<file path="src/rtl/mont_ctrl_pkg.sv">
// Shared definitions for the Montgomery adder sequencer: state encoding,
// operand-select codes and the mpadder phase code used while idle.
package mont_ctrl_pkg;

  typedef enum logic [2:0] {
    StIdle,
    StAdd,
    StShift,
    StResolve,
    StSub,
    StDone
  } state_e;

  // Operand mux select driven towards the external zero/B/M/-M mux
  localparam logic [1:0] SEL_ZERO = 2'b00;
  localparam logic [1:0] SEL_B    = 2'b01;
  localparam logic [1:0] SEL_M    = 2'b10;
  localparam logic [1:0] SEL_NEGM = 2'b11;

  // Phase code that freezes mpadder's carry_in register
  localparam logic [3:0] PHASE_IDLE = 4'd8;

  localparam int unsigned N_CHUNK = 5;

endpackage

</file>
<file path="src/rtl/mont_phase_cnt.sv">
// Carry-propagate phase counter: counts 0..N_CHUNK-1 and wraps, with a
// synchronous clear and a terminal-count flag. Shared by resolve and subtract.
module mont_phase_cnt #(
  parameter int unsigned N_CHUNK = 5
) (
  input  logic       clk,
  input  logic       resetn,
  input  logic       clr,
  input  logic       en,
  output logic [3:0] phase,
  output logic       tc
);

  assign tc = (phase == 4'(N_CHUNK - 1));

  // Advance one chunk per enabled cycle, wrapping at terminal count
  always_ff @(posedge clk or negedge resetn) begin
    if (!resetn) begin
      phase <= 4'd0;
    end else if (clr) begin
      phase <= 4'd0;
    end else if (en) begin
      phase <= tc ? 4'd0 : phase + 4'd1;
    end
  end

endmodule

</file>
<file path="src/rtl/mont_adder_ctrl.sv">
// Sequencer for one 512-bit Montgomery product on mpadder: bit-serial
// add/shift over A, chunked carry propagation, then conditional subtract
// passes. Optional build macro MONT_CTRL_ZERO_SKIP_EN skips the add slot
// for zero bits of A (data-dependent timing; off by default).
module mont_adder_ctrl
  import mont_ctrl_pkg::*;
#(
  parameter int unsigned N_BITS  = 512,
  parameter int unsigned N_CHUNK = mont_ctrl_pkg::N_CHUNK,
  parameter int unsigned MAX_SUB = 4
) (
  input  logic              clk,
  input  logic              resetn,
  input  logic              start,
  input  logic [N_BITS-1:0] a_op,
  output logic              busy,
  output logic              done,
  output logic [1:0]        add_sel,
  output logic              add_enable_c,
  output logic              add_shift,
  output logic [3:0]        add_phase,
  output logic              add_subtract,
  input  logic              add_czero,
  input  logic              add_sub_done
);

  localparam int unsigned IterW = $clog2(N_BITS);
  localparam int unsigned SubW  = (MAX_SUB > 1) ? $clog2(MAX_SUB) : 1;

  state_e            state_q;
  logic [N_BITS-1:0] a_sh_q;
  logic [IterW-1:0]  iter_q;
  logic [SubW-1:0]   sub_cnt_q;
  logic [3:0]        phase;
  logic              phase_tc;
  logic              phase_clr;

  assign phase_clr = (state_q != StResolve) && (state_q != StSub);

  mont_phase_cnt #(
    .N_CHUNK(N_CHUNK)
  ) u_phase_cnt (
    .clk   (clk),
    .resetn(resetn),
    .clr   (phase_clr),
    .en    (1'b1),
    .phase (phase),
    .tc    (phase_tc)
  );

  // Sequencer FSM with iteration counter, A shift register and pass counter
  always_ff @(posedge clk or negedge resetn) begin
    if (!resetn) begin
      state_q   <= StIdle;
      a_sh_q    <= '0;
      iter_q    <= '0;
      sub_cnt_q <= '0;
    end else begin
      unique case (state_q)
        StIdle: begin
          sub_cnt_q <= '0;
          if (start) begin
            a_sh_q <= a_op;
            iter_q <= '0;
`ifdef MONT_CTRL_ZERO_SKIP_EN
            state_q <= a_op[0] ? StAdd : StShift;
`else
            state_q <= StAdd;
`endif
          end
        end
        StAdd: begin
          state_q <= StShift;
        end
        StShift: begin
          a_sh_q <= a_sh_q >> 1;
          iter_q <= iter_q + 1'b1;
          // Compare happens before the counter wraps past N_BITS-1
          if (iter_q == IterW'(N_BITS - 1)) begin
            state_q <= StResolve;
          end else begin
`ifdef MONT_CTRL_ZERO_SKIP_EN
            state_q <= a_sh_q[1] ? StAdd : StShift;
`else
            state_q <= StAdd;
`endif
          end
        end
        StResolve: begin
          if (phase_tc) begin
            state_q <= StSub;
          end
        end
        StSub: begin
          if (phase_tc) begin
            if (add_sub_done || (sub_cnt_q == SubW'(MAX_SUB - 1))) begin
              state_q <= StDone;
            end else begin
              sub_cnt_q <= sub_cnt_q + 1'b1;
            end
          end
        end
        StDone: begin
          state_q <= StIdle;
        end
        default: begin
          state_q <= StIdle;
        end
      endcase
    end
  end

  // Moore decode of outputs; only SHIFT's select looks at add_czero
  always_comb begin
    busy         = 1'b0;
    done         = 1'b0;
    add_sel      = SEL_ZERO;
    add_enable_c = 1'b0;
    add_shift    = 1'b0;
    add_phase    = PHASE_IDLE;
    add_subtract = 1'b0;
    unique case (state_q)
      StIdle: ;
      StAdd: begin
        busy         = 1'b1;
        add_enable_c = 1'b1;
        add_sel      = a_sh_q[0] ? SEL_B : SEL_ZERO;
      end
      StShift: begin
        busy      = 1'b1;
        add_shift = 1'b1;
        add_sel   = add_czero ? SEL_M : SEL_ZERO;
      end
      StResolve: begin
        busy      = 1'b1;
        add_phase = phase;
      end
      StSub: begin
        busy         = 1'b1;
        add_subtract = 1'b1;
        add_sel      = SEL_NEGM;
        add_phase    = phase;
      end
      StDone: begin
        done = 1'b1;
      end
      default: ;
    endcase
  end

endmodule
</file>
<file path="config.mk">
export PLATFORM = sky130hd
export DESIGN_NAME = mont_adder_ctrl
export DESIGN_NICKNAME = d
export VERILOG_FILES = /design/src/rtl/mont_ctrl_pkg.sv /design/src/rtl/mont_phase_cnt.sv /design/src/rtl/mont_adder_ctrl.sv
export SDC_FILE = /design/constraint.sdc
export NUM_CORES = 1
export LEC_CHECK = 0
export ABC_CLOCK_PERIOD_IN_PS = 1600
export BUFFER_PORTS_ARGS = -buffer_cell sky130_fd_sc_hd__buf_4
export CORE_AREA = 4 4 226 228
export CTS_BUF_LIST = sky130_fd_sc_hd__clkbuf_4
export DETAILED_ROUTE_END_ITERATION = 6
export DIE_AREA = 0 0 230 232
export PLACE_DENSITY = 0.78
export SLEW_MARGIN = 5
export SYNTH_ARGS = -nofsm -noshare
export SYNTH_HDL_FRONTEND = slang
export SYNTH_SLANG_ARGS = --single-unit
</file>
<file path="constraint.sdc">
create_clock -name clk -period 1.6 [get_ports clk]
set_input_delay 0.08 -clock clk [delete_from_list [all_inputs] [get_ports clk]]
set_output_delay 0.08 -clock clk [all_outputs]
set_load 0.01 [all_outputs]
</file>
==> out/qor.txt, run 1 <==
Placed Instances: 4,038
Initial Utilization: 0.507
Worst slack, placed: -292 ps
Clk sinks: 530
Clock Path Buffers: 3
Mean Syn Cell Area: 8.39 um2
Top Ports: 528
Mapped cell area: 24,800 um2
Synth Area in Adders: 0.00252
Largest area contributor in the netlist: dfrtp_1
Clock buffer count from CTS: 143
Post-synthesis simple-gate area fraction: 0.268
Top-area cell type share of the netlist area: 0.535
Mux cell area share after synthesis: 0.000808
Syn nets: 3,475
DP HPWL: 54,600 um
FP Rows: 81
Cell Area, Placed: 30,500 um2
Post-CTS Resized: 31
Gpl congestion: 0.898
Clk root buf: clkbuf_4
Post-CTS Hold Buffers: 859
H-tree level count: 4
Synth Area in Compound Gates: 0.137
Synth cell types: 41
Synth Area in XOR/XNOR: 0.000707
Synth warnings: 0
Most area-consuming cells after synthesis: dfrtp_1, nand2_1, a31oi_1
Tool error: [ERROR RSZ-0060] Max buffer count reached.
#FFs+latches synth: 530
EDFF count, synth: 0
Die Height: 232 um
Last stage reached: 4_1_cts
Number of buffer cells added on primary ports: 527
Top FF cell, synth: dfrtp_1
Largest family of logic cells by synthesized area: simple AND/OR/NAND/NOR gates
Gate Count Post-Synth: 2,953
Status: aborted with a tool error
Ys async rst share: 1.00
Post CTS Setup Buffer Count: 10
Die Span X: 230 um
Register area share after synthesis: 0.535
==> cells in the mapped netlist, types with 3 or more instances <==
master    instances
clkbuf_1         83
o211ai_1          3
inv_1             5
buf_2           196
buf_4             3
nor3_1          515
ha_1              5
a22o_1            3
nand3b_1          3
nor2_1           12
o311ai_0          4
nand3_1           6
dfrtp_1         530
buf_1             6
o21ai_0           4
nor2b_1           4
a21oi_1           5
a31oi_1         511
nand2_1        1028
==> logic make-up after synthesis <==
logic type | count (synthesis)
buf+inv | 294
mux | 2
xor+xnor | 2
flops | 530
fa+ha+maj | 5
simple gates | 1580
compound gates | 540
==> through the flow <==
| step | hold slack, ps | setup TNS, ps |
|---|---|---|
| 2_1_floorplan | -216 | -9860 |
| 3_5_place_dp | 26.0 | -83320 |
| 3_3_place_gp | 28.0 | -53620 |
==> run 2, diff against run 1 <==
--- a/config.mk
+++ b/config.mk
@@ -5,13 +5,12 @@
 export SDC_FILE = /design/constraint.sdc
 export NUM_CORES = 1
 export LEC_CHECK = 0
-export ABC_CLOCK_PERIOD_IN_PS = 1600
+export ABC_CLOCK_PERIOD_IN_PS = 2100
 export BUFFER_PORTS_ARGS = -buffer_cell sky130_fd_sc_hd__buf_4
-export CORE_AREA = 4 4 226 228
-export CTS_BUF_LIST = sky130_fd_sc_hd__clkbuf_4
+export CORE_AREA = 4 4 254 256
 export DETAILED_ROUTE_END_ITERATION = 6
-export DIE_AREA = 0 0 230 232
-export PLACE_DENSITY = 0.78
+export DIE_AREA = 0 0 258 260
+export PLACE_DENSITY_LB_ADDON = 0.15
 export SLEW_MARGIN = 5
 export SYNTH_ARGS = -nofsm -noshare
 export SYNTH_HDL_FRONTEND = slang
==> constraint.sdc (replaced) <==
create_clock -name clk -period 2.1 [get_ports clk]
set_input_delay 0.105 -clock clk [delete_from_list [all_inputs] [get_ports clk]]
set_output_delay 0.105 -clock clk [all_outputs]
set_load 0.01 [all_outputs]
==> out/qor.txt, run 2 <==
Status: finished, final reports clean
Core box area: 62,500 um2
Critical Path Sink Type: primary output
Slowest Stage Delay on Critical Path: 410 ps
Clock Path Buffers: 3
CP Class: reg2out
Top FF cell, synth: dfrtp_1
Crit path max fanout: 9
Most frequent cells in the layout: nand2_1, buf_4, dfrtp_1
Most area-consuming cells after synthesis: dfrtp_1, nand2_1, a31oi_1
Crit. path cell count: 7
R2R setup slack: 70 ps
Largest area contributor in the netlist: dfrtp_1
Req. time, crit path: 2000 ps
Mapped cell area: 24,800 um2
Crit share post-route: 0.971
Synth warnings: 0
Clk root buf: clkbuf_16
Hold WS: 64.4 ps
Die Span X: 258 um
Cell Area, Placed: 30,000 um2
Gr usage total: 0.253
Clk sinks: 530
Max reg flops: 512
Die Height: 260 um
Combinational Power Share: 0.235
#FFs+latches synth: 530
Syn nets: 3,475
CP startpoint: state_q[1]$_DFFE_PN0P_
Net Sw Power: 0.00999 W
Max Clock Freq: 491 MHz
Fin area: 37,600 um2
Power Dens Cells: 894 nW/um2
Worst path arrival time: 1930 ps
DR WL/cell: 18.5 um
Worst path cell trace: buf_6 -> nor2_4 -> nand2_2 -> inv_2 -> a21oi_4 -> or2_2 -> buf_4
Worst-path clk slew: 60 ps
Vias: 26,210
Max-slew headroom: 0.621
Gate Count Post-Synth: 2,953
Minimum clock period: 2040 ps
Worst R2R Start: state_q[1]$_DFFE_PN0P_
Iteration-0 DRC Markers: 2,353
CP bufs+invs: 3
Largest registers: a_sh_q x512, iter_q x9, u_phase_cnt.phase x4
Most common cell after layout, fill and taps aside: nand2_1
Initial Utilization: 0.396
Hold Vio Cnt, Final: 0
R2R Path End: a_sh_q[152]$_DFFE_PN0P_
Internal power: 0.0237 W
CTS tree: built
Layout cells sized above 1: 0.194
Top Ports: 528
Mean Syn Cell Area: 8.39 um2
# DRC: 0
Total Die Area: 67,100 um2
Most frequent cell after synthesis: nand2_1
Register area share after synthesis: 0.535
Worst-case clock skew: 14.9 ps
Ys async rst share: 1.00
Clock Latency Late Sink: 620 ps
First-pass GRT wire length: 139,000 um
Synth cell types: 41
WL final: 88,900 um
Worst IR Drop VDD: 672 uV
Cell family with most CP delay: simple AND/OR/NAND/NOR gates
Clock buffer count from CTS: 58
Initial antenna violation count: 6
Top-area cell type share of the netlist area: 0.535
Tot Pwr: 0.0337 W
Critical-path top delay cell: dfrtp_1
Largest net degree at the start of global routing: 191
Reg with most FFs: a_sh_q
Worst min path class: in2async
Nets@finish: 4,438
Vias per cell: 5.45
P&R area growth vs syn: 51.9%
Sequential Power Share: 0.462
Routed Antenna Nets: 0
Worst Setup EP: add_phase[3]
Final Setup Violations: 0
Sw frac: 0.297
RSZ-0062 raised after global routing: true
Synth cell count leaders: nand2_1, dfrtp_1, nor3_1
Number of buffer cells added on primary ports: 527
Gr ovfl total: 0
Vias in the first global route: 26,345
P_leak: 16.4 nW
Startpoint Class: flop
Worst Reg-to-Reg Cells: 5
FP Rows: 92
Max Slew Vio Count: 0
DP HPWL: 54,700 um
H-tree level count: 2
Gpl congestion: 0.860
EDFF count, synth: 0
Worst slew pin tran: 568 ps
Clock power share: 0.303
TritonRoute pass-1 iters: 6
Max Cap Viol: 0
run 2: cell counts after synthesis:
Identical to the previous run, type by type.
run 2: per-layer routing:
metal / global-route usage / wire [um] / vias to the layer above
li1: - / - / 12260
met5: 0 / 27 / -
met1: 0.324 / 35900 / 12616
met2: 0.408 / 42400 / 1006
met3: 0.0420 / 5250 / 324
met4: 0.144 / 5330 / 4
run 2: power by group through the flow:
stage / Combinational [W] / Clock, W / Sequential, W
2_1_floorplan: 0.00466 / 0 / 0.0151
3_3_place_gp: 0.00665 / 0 / 0.0155
3_5_place_dp: 0.00692 / 0 / 0.0157
4_1_cts: 0.00776 / 0.0104 / 0.0155
5_1_grt: 0.00892 / 0.0108 / 0.0160
6_report: 0.00791 / 0.0102 / 0.0156
run 2: kinds of logic after synthesis:
| family | after synthesis | synth area share |
|---|---|---|
| AO/OA/AOI/OAI | 540 | 0.137 |
| XOR/XNOR | 2 | 0.000707 |
| adder cells (fa/ha/maj) | 5 | 0.00252 |
| buffers and inverters | 294 | 0.0549 |
| flip-flops | 530 | 0.535 |
| multiplexers | 2 | 0.000808 |
| AND/OR/NAND/NOR | 1580 | 0.268 |
run 2: worst min path at each step:
| stage | end | depth (start not counted) | slack, ps | start |
|---|---|---|---|---|
| final | a_sh_q[217]$_DFFE_PN0P_ | 2 | 60 | resetn |
| after global routing | a_sh_q[217]$_DFFE_PN0P_ | 2 | 80 | resetn |
| after CTS | a_sh_q[217]$_DFFE_PN0P_ | 2 | 40 | resetn |
| after detailed placement | a_sh_q[217]$_DFFE_PN0P_ | 1 | 110 | resetn |
| after global placement | a_sh_q[215]$_DFFE_PN0P_ | 1 | 100 | resetn |
| after floorplan | a_sh_q[0]$_DFFE_PN0P_ | 0 | -190 | resetn |
run 2: cell type report:
cell class                 instances  area, um2
fill                            5154      24900
sequential                       530      13300
timing repair buffer            1191      11100
multi-input combinational       2129      10200
clock buffer                      95       1800
tap                              846       1060
clock inverter                     5       75.1
inverter                           6       30.0
antenna                           10       25.0
run 2: worst register-to-register path: cells and delay by family, from the launching register on:
family,cells,cell delay (ps)
AND/OR/NAND/NOR,2,680
AO/OA/AOI/OAI,1,230
flip-flops,1,410
buffers and inverters,2,630
run 2: stage by stage:
step / utilization / cells / TNS [ps] / setup slack, ps
after floorplan: - / 2953 / 0 / 395
after global placement: 0.480 / 4168 / 0 / 16.8
after detailed placement: 0.480 / 4168 / -221 / -30.2
after CTS: 0.595 / 4788 / -159 / -39.6
after global routing: 0.602 / 4804 / -55.8 / -49.1
final: 0.602 / 4812 / 0 / 61.7
run 2: repair_timing:
action / CTS / global route
hold endpoints to repair: 949 / 0
pin swaps: 1 / 2
resized for setup: 11 / 31
setup buffers: 4 / 7
cloned: 1 / 8
setup endpoints to repair: 41 / 436
hold buffers: 515 / 0
(Power assumes the default switching activity.)
==> run 3, diff against run 2 <==
--- a/config.mk
+++ b/config.mk
@@ -10,6 +10,7 @@
 export CORE_AREA = 4 4 254 256
 export DETAILED_ROUTE_END_ITERATION = 6
 export DIE_AREA = 0 0 258 260
+export MAX_ROUTING_LAYER = met4
 export PLACE_DENSITY_LB_ADDON = 0.15
 export SLEW_MARGIN = 5
 export SYNTH_ARGS = -nofsm -noshare
==> out/qor.txt, run 3 (same netlist as run 2, synthesis figures left out) <==
Status: finished, final reports clean
Cell family with most CP delay: simple AND/OR/NAND/NOR gates
Tot Pwr: 0.0336 W
Worst path arrival time: 1920 ps
Largest net degree at the start of global routing: 191
Worst slew pin tran: 612 ps
Startpoint Class: flop
Gr usage total: 0.260
Nets@finish: 4,438
Gpl congestion: 0.874
Worst IR Drop VDD: 659 uV
Most common cell after layout, fill and taps aside: nand2_1
Gr ovfl total: 0
Vias: 26,205
P&R area growth vs syn: 51.7%
P_leak: 16.4 nW
Clock Latency Late Sink: 620 ps
Worst setup margin: 72.9 ps
Req. time, crit path: 2000 ps
Slowest Stage Delay on Critical Path: 440 ps
Number of buffer cells added on primary ports: 527
TritonRoute pass-1 iters: 7
Worst min path class: in2async
Critical Path Sink Type: primary output
Max Cap Viol: 0
Minimum clock period: 2030 ps
WL final: 88,900 um
Initial Utilization: 0.396
Total Die Area: 67,100 um2
Reg with most FFs: a_sh_q
# DRC: 0
Crit share post-route: 0.965
Clock Path Buffers: 3
Clk root buf: clkbuf_16
Power Dens Cells: 895 nW/um2
Top Ports: 528
Fin area: 37,600 um2
Worst slack, placed: -30.2 ps
CP Class: reg2out
Worst-path clk slew: 60 ps
FILL cells: 5,160
Worst R2R Start: state_q[1]$_DFFE_PN0P_
Clk sinks: 530
Critical-path top delay cell: or3b_4
Initial antenna violation count: 6
Max Clock Freq: 493 MHz
Iteration-0 DRC Markers: 2,457
FP Rows: 92
H-tree level count: 2
Layout cells sized above 1: 0.195
Hold Vio Cnt, Final: 0
Cell Area, Placed: 30,000 um2
Vias per cell: 5.44
Largest registers: a_sh_q x512, iter_q x9, u_phase_cnt.phase x4
DP HPWL: 54,700 um
Vias in the first global route: 26,358
Setup TNS: 0 ps
CTS tree: built
First-pass GRT wire length: 139,000 um
DR WL/cell: 18.5 um
Die Height: 260 um
R2R setup slack: 90 ps
Worst-case clock skew: 25.2 ps
Clock buffer count from CTS: 58
Core box area: 62,500 um2
CP bufs+invs: 3
Max-slew headroom: 0.592
Max Slew Vio Count: 0
Worst path cell trace: or3b_4 -> inv_8 -> buf_16 -> buf_4
Die Span X: 258 um
Layout Utilization: 0.601
Routed Antenna Nets: 0
RSZ-0062 raised after global routing: true
Max reg flops: 512
Crit path max fanout: 38
CP startpoint: state_q[2]$_DFFE_PN0P_
Final Setup Violations: 0
Most frequent cells in the layout: nand2_1, buf_4, dfrtp_1
-- run 3: cell types whose count changed in the layout (fill, tap and decap cells not counted), sizes merged --
cell    change
buf         +1
diode       +2
clkbuf      -1
-- run 3: final cells by class --
type / count / area (um2) / share of cell area
Clock buffer: 95 / 1800 / 0.0480
Clock inverter: 5 / 75.1 / 0.00200
Tap cell: 846 / 1060 / 0.0282
Antenna cell: 12 / 30.0 / 0.000799
Inverter: 6 / 30.0 / 0.000799
Sequential cell: 530 / 13300 / 0.353
Multi-Input combinational cell: 2129 / 10200 / 0.272
Timing Repair Buffer: 1191 / 11100 / 0.295
-- run 3: per-stage QoR --
| stage | instances | hold slack, ps |
|---|---|---|
| after floorplan | 2953 | -191 |
| after CTS | 4788 | 39.6 |
| final | 4814 | 66.0 |
| after global routing | 4808 | 75.6 |
| after detailed placement | 4168 | 110 |
| after global placement | 4168 | 95.6 |
-- run 3: final timing paths --
check / cells past startpoint / endpoint
max: 4 / add_shift
min: 2 / a_sh_q[217]$_DFFE_PN0P_
max reg2reg: 7 / a_sh_q[143]$_DFFE_PN0P_
min reg2reg: 1 / iter_q[0]$_DFFE_PN0P_
max in group asynchronous: 4 / a_sh_q[275]$_DFFE_PN0P_
min in group clk: 3 / a_sh_q[511]$_DFFE_PN0P_
-- run 3: worst reg2reg max path, delay by kind of cell, from the launching register on --
| family | cells | cell delay, ps |
|---|---|---|
| buffers and inverters | 4 | 860 |
| AND/OR/NAND/NOR | 2 | 440 |
| flip-flops | 1 | 410 |
| AO/OA/AOI/OAI | 1 | 220 |
-- run 3: timing repair --
item,CTS,global route
setup endpoints to repair,41,432
resized for setup,11,28
buffers inserted,4,8
endpoints found under the hold margin,949,0
hold buffers,515,0
gates cloned,1,7
pin swaps,1,1
-- run 3: power by group --
| part | switching [W] | internal (W) |
|---|---|---|
| registers | 0.00195 | 0.0136 |
| clock network | 0.00415 | 0.00603 |
| logic | 0.00388 | 0.00401 |
-- run 3: per-layer routing --
| metal | routed length (um) | global-route usage |
|---|---|---|
| met2 | 42500 | 0.409 |
| met3 | 5140 | 0.0400 |
| met5 | 0 | - |
| met1 | 36100 | 0.325 |
| met4 | 5130 | 0.145 |
==> run 4, diff against run 3 <==
--- a/config.mk
+++ b/config.mk
@@ -5,7 +5,7 @@
 export SDC_FILE = /design/constraint.sdc
 export NUM_CORES = 1
 export LEC_CHECK = 0
-export ABC_CLOCK_PERIOD_IN_PS = 2100
+export ABC_CLOCK_PERIOD_IN_PS = 2250
 export BUFFER_PORTS_ARGS = -buffer_cell sky130_fd_sc_hd__buf_4
 export CORE_AREA = 4 4 254 256
 export DETAILED_ROUTE_END_ITERATION = 6
==> constraint.sdc (replaced) <==
create_clock -name clk -period 2.25 [get_ports clk]
set_input_delay 0.1125 -clock clk [delete_from_list [all_inputs] [get_ports clk]]
set_output_delay 0.1125 -clock clk [all_outputs]
set_load 0.01 [all_outputs]
==> out/qor.txt, run 4 (same netlist as run 2, synthesis figures left out) <==
Placed Instances: 4,156
Total Die Area: 67,100 um2
Clk root buf: clkbuf_16
Crit share post-route: 0.952
DP HPWL: 55,000 um
Worst R2R Start: state_q[1]$_DFFE_PN0P_
CP startpoint: state_q[1]$_DFFE_PN0P_
Combinational Power Share: 0.226
Clock buffer count from CTS: 59
Die Span X: 258 um
Die Height: 260 um
Final Non-Filler Cells: 4,787
Worst-path clk slew: 60 ps
Routed Antenna Nets: 0
Reg area: 13,300 um2
Clock Path Buffers: 3
P&R area growth vs syn: 50.6%
Vias: 25,833
FILL cells: 5,123
Max Slew Vio Count: 0
# DRC: 0
Gpl congestion: 0.848
Worst IR Drop VDD: 625 uV
Worst-case clock skew: 9.03 ps
Most common cell after layout, fill and taps aside: nand2_1
WL final: 85,700 um
Multi-input logic area: 10,200 um2
TritonRoute pass-1 iters: 6
DR WL/cell: 17.9 um
Gr ovfl total: 0
Power Dens Cells: 850 nW/um2
Crit path max fanout: 180
CP Class: reg2reg
Hold Vio Cnt, Final: 0
Largest registers: a_sh_q x512, iter_q x9, u_phase_cnt.phase x4
Setup TNS: 0 ps
Internal power: 0.0225 W
Vias per cell: 5.40
Initial Utilization: 0.396
Iteration-0 DRC Markers: 2,197
Number of buffer cells added on primary ports: 527
Clk sinks: 530
Max reg flops: 512
Net Sw Power: 0.00925 W
Vias in the first global route: 26,255
Max Cap Viol: 0
Status: finished, final reports clean
Sequential Power Share: 0.457
Minimum clock period: 2140 ps
Initial antenna violation count: 5
Gr usage total: 0.257
Max Clock Freq: 467 MHz
P_leak: 16.3 nW
Clock Latency Late Sink: 590 ps
Clock power share: 0.316
Top Ports: 528
Worst slew pin tran: 865 ps
Req. time, crit path: 2760 ps
Core box area: 62,500 um2
Reg with most FFs: a_sh_q
Startpoint Class: flop
Most frequent cells in the layout: nand2_1, buf_4, dfrtp_1
CTS tree: built
Largest net degree at the start of global routing: 181
Worst min path class: in2async
Max-slew headroom: 0.424
Critical Path Sink Type: flop
Worst path arrival time: 2650 ps
First-pass GRT wire length: 137,000 um
Final Setup Violations: 0
Nets@finish: 4,409
RSZ-0062 raised after global routing: false
Worst Reg-to-Reg Cells: 5
H-tree level count: 2
FP Rows: 92
Sw frac: 0.292
Layout cells sized above 1: 0.189
-- run 4: layout make-up --
cell class | count | share of cell area
sequential | 530 | 0.355
antenna | 6 | 0.000402
clock buffer | 95 | 0.0484
clock inverter | 14 | 0.00607
tap | 846 | 0.0284
inverter | 6 | 0.000805
multi-input combinational | 2129 | 0.273
timing repair buffer | 1161 | 0.287
-- run 4: final timing paths --
| kind | endpoint | slack (ps) |
|---|---|---|
| setup reg to reg | a_sh_q[482]$_DFFE_PN0P_ | 110 |
| max in group asynchronous | a_sh_q[429]$_DFFE_PN0P_ | 1280 |
| hold / removal | a_sh_q[220]$_DFFE_PN0P_ | 70 |
| hold reg to reg | iter_q[7]$_DFFE_PN0P_ | 490 |
| min in group clk | a_sh_q[511]$_DFFE_PN0P_ | 320 |
| setup / recovery | a_sh_q[482]$_DFFE_PN0P_ | 110 |
-- run 4: routing by layer --
layer	global-route usage	wire (um)	vias to the layer above
met5	-	0	-
met4	0.139	5040	0
met3	0.0380	4520	331
met2	0.407	41100	931
met1	0.320	35100	12324
li1	-	-	12247
-- run 4: per-stage QoR --
stage	total power (W)	hold slack [ps]	area, um2	util	worst slack, ps
detailed placement	0.0211	108	30100	0.481	195
global route	0.0337	74.4	37300	0.597	4.18
finish	0.0317	66.2	37300	0.597	108
CTS	0.0320	41.4	37300	0.597	15.0
floorplan	0.0185	-183	24800	-	545
global placement	0.0207	96.2	30100	0.481	249
-- run 4: worst max-delay path, cell delays in order, from the launching register on --
cell and delay, ps:
dfrtp_1 400, or3b_4 290, buf_4 220, buf_12 410, nand2_1 230, a31oi_1 230
-- run 4: power groups by stage --
stage | Sequential [W] | Combinational (W) | Clock (W)
2_1_floorplan | 0.0141 | 0.00435 | 0
3_3_place_gp | 0.0145 | 0.00617 | 0
3_5_place_dp | 0.0146 | 0.00644 | 0
4_1_cts | 0.0145 | 0.00718 | 0.0103
5_1_grt | 0.0149 | 0.00811 | 0.0107
6_report | 0.0145 | 0.00718 | 0.0100
-- run 4: timing repair --
| action | 4_1_cts | 5_1_grt |
|---|---|---|
| gates cloned | 1 | 0 |
| pin swaps | 1 | 1 |
| hold endpoints to repair | 952 | 0 |
| resized for setup | 5 | 1 |
| setup buffers | 1 | 1 |
| hold buffers | 515 | 0 |
| setup endpoints to repair | 5 | 3 |
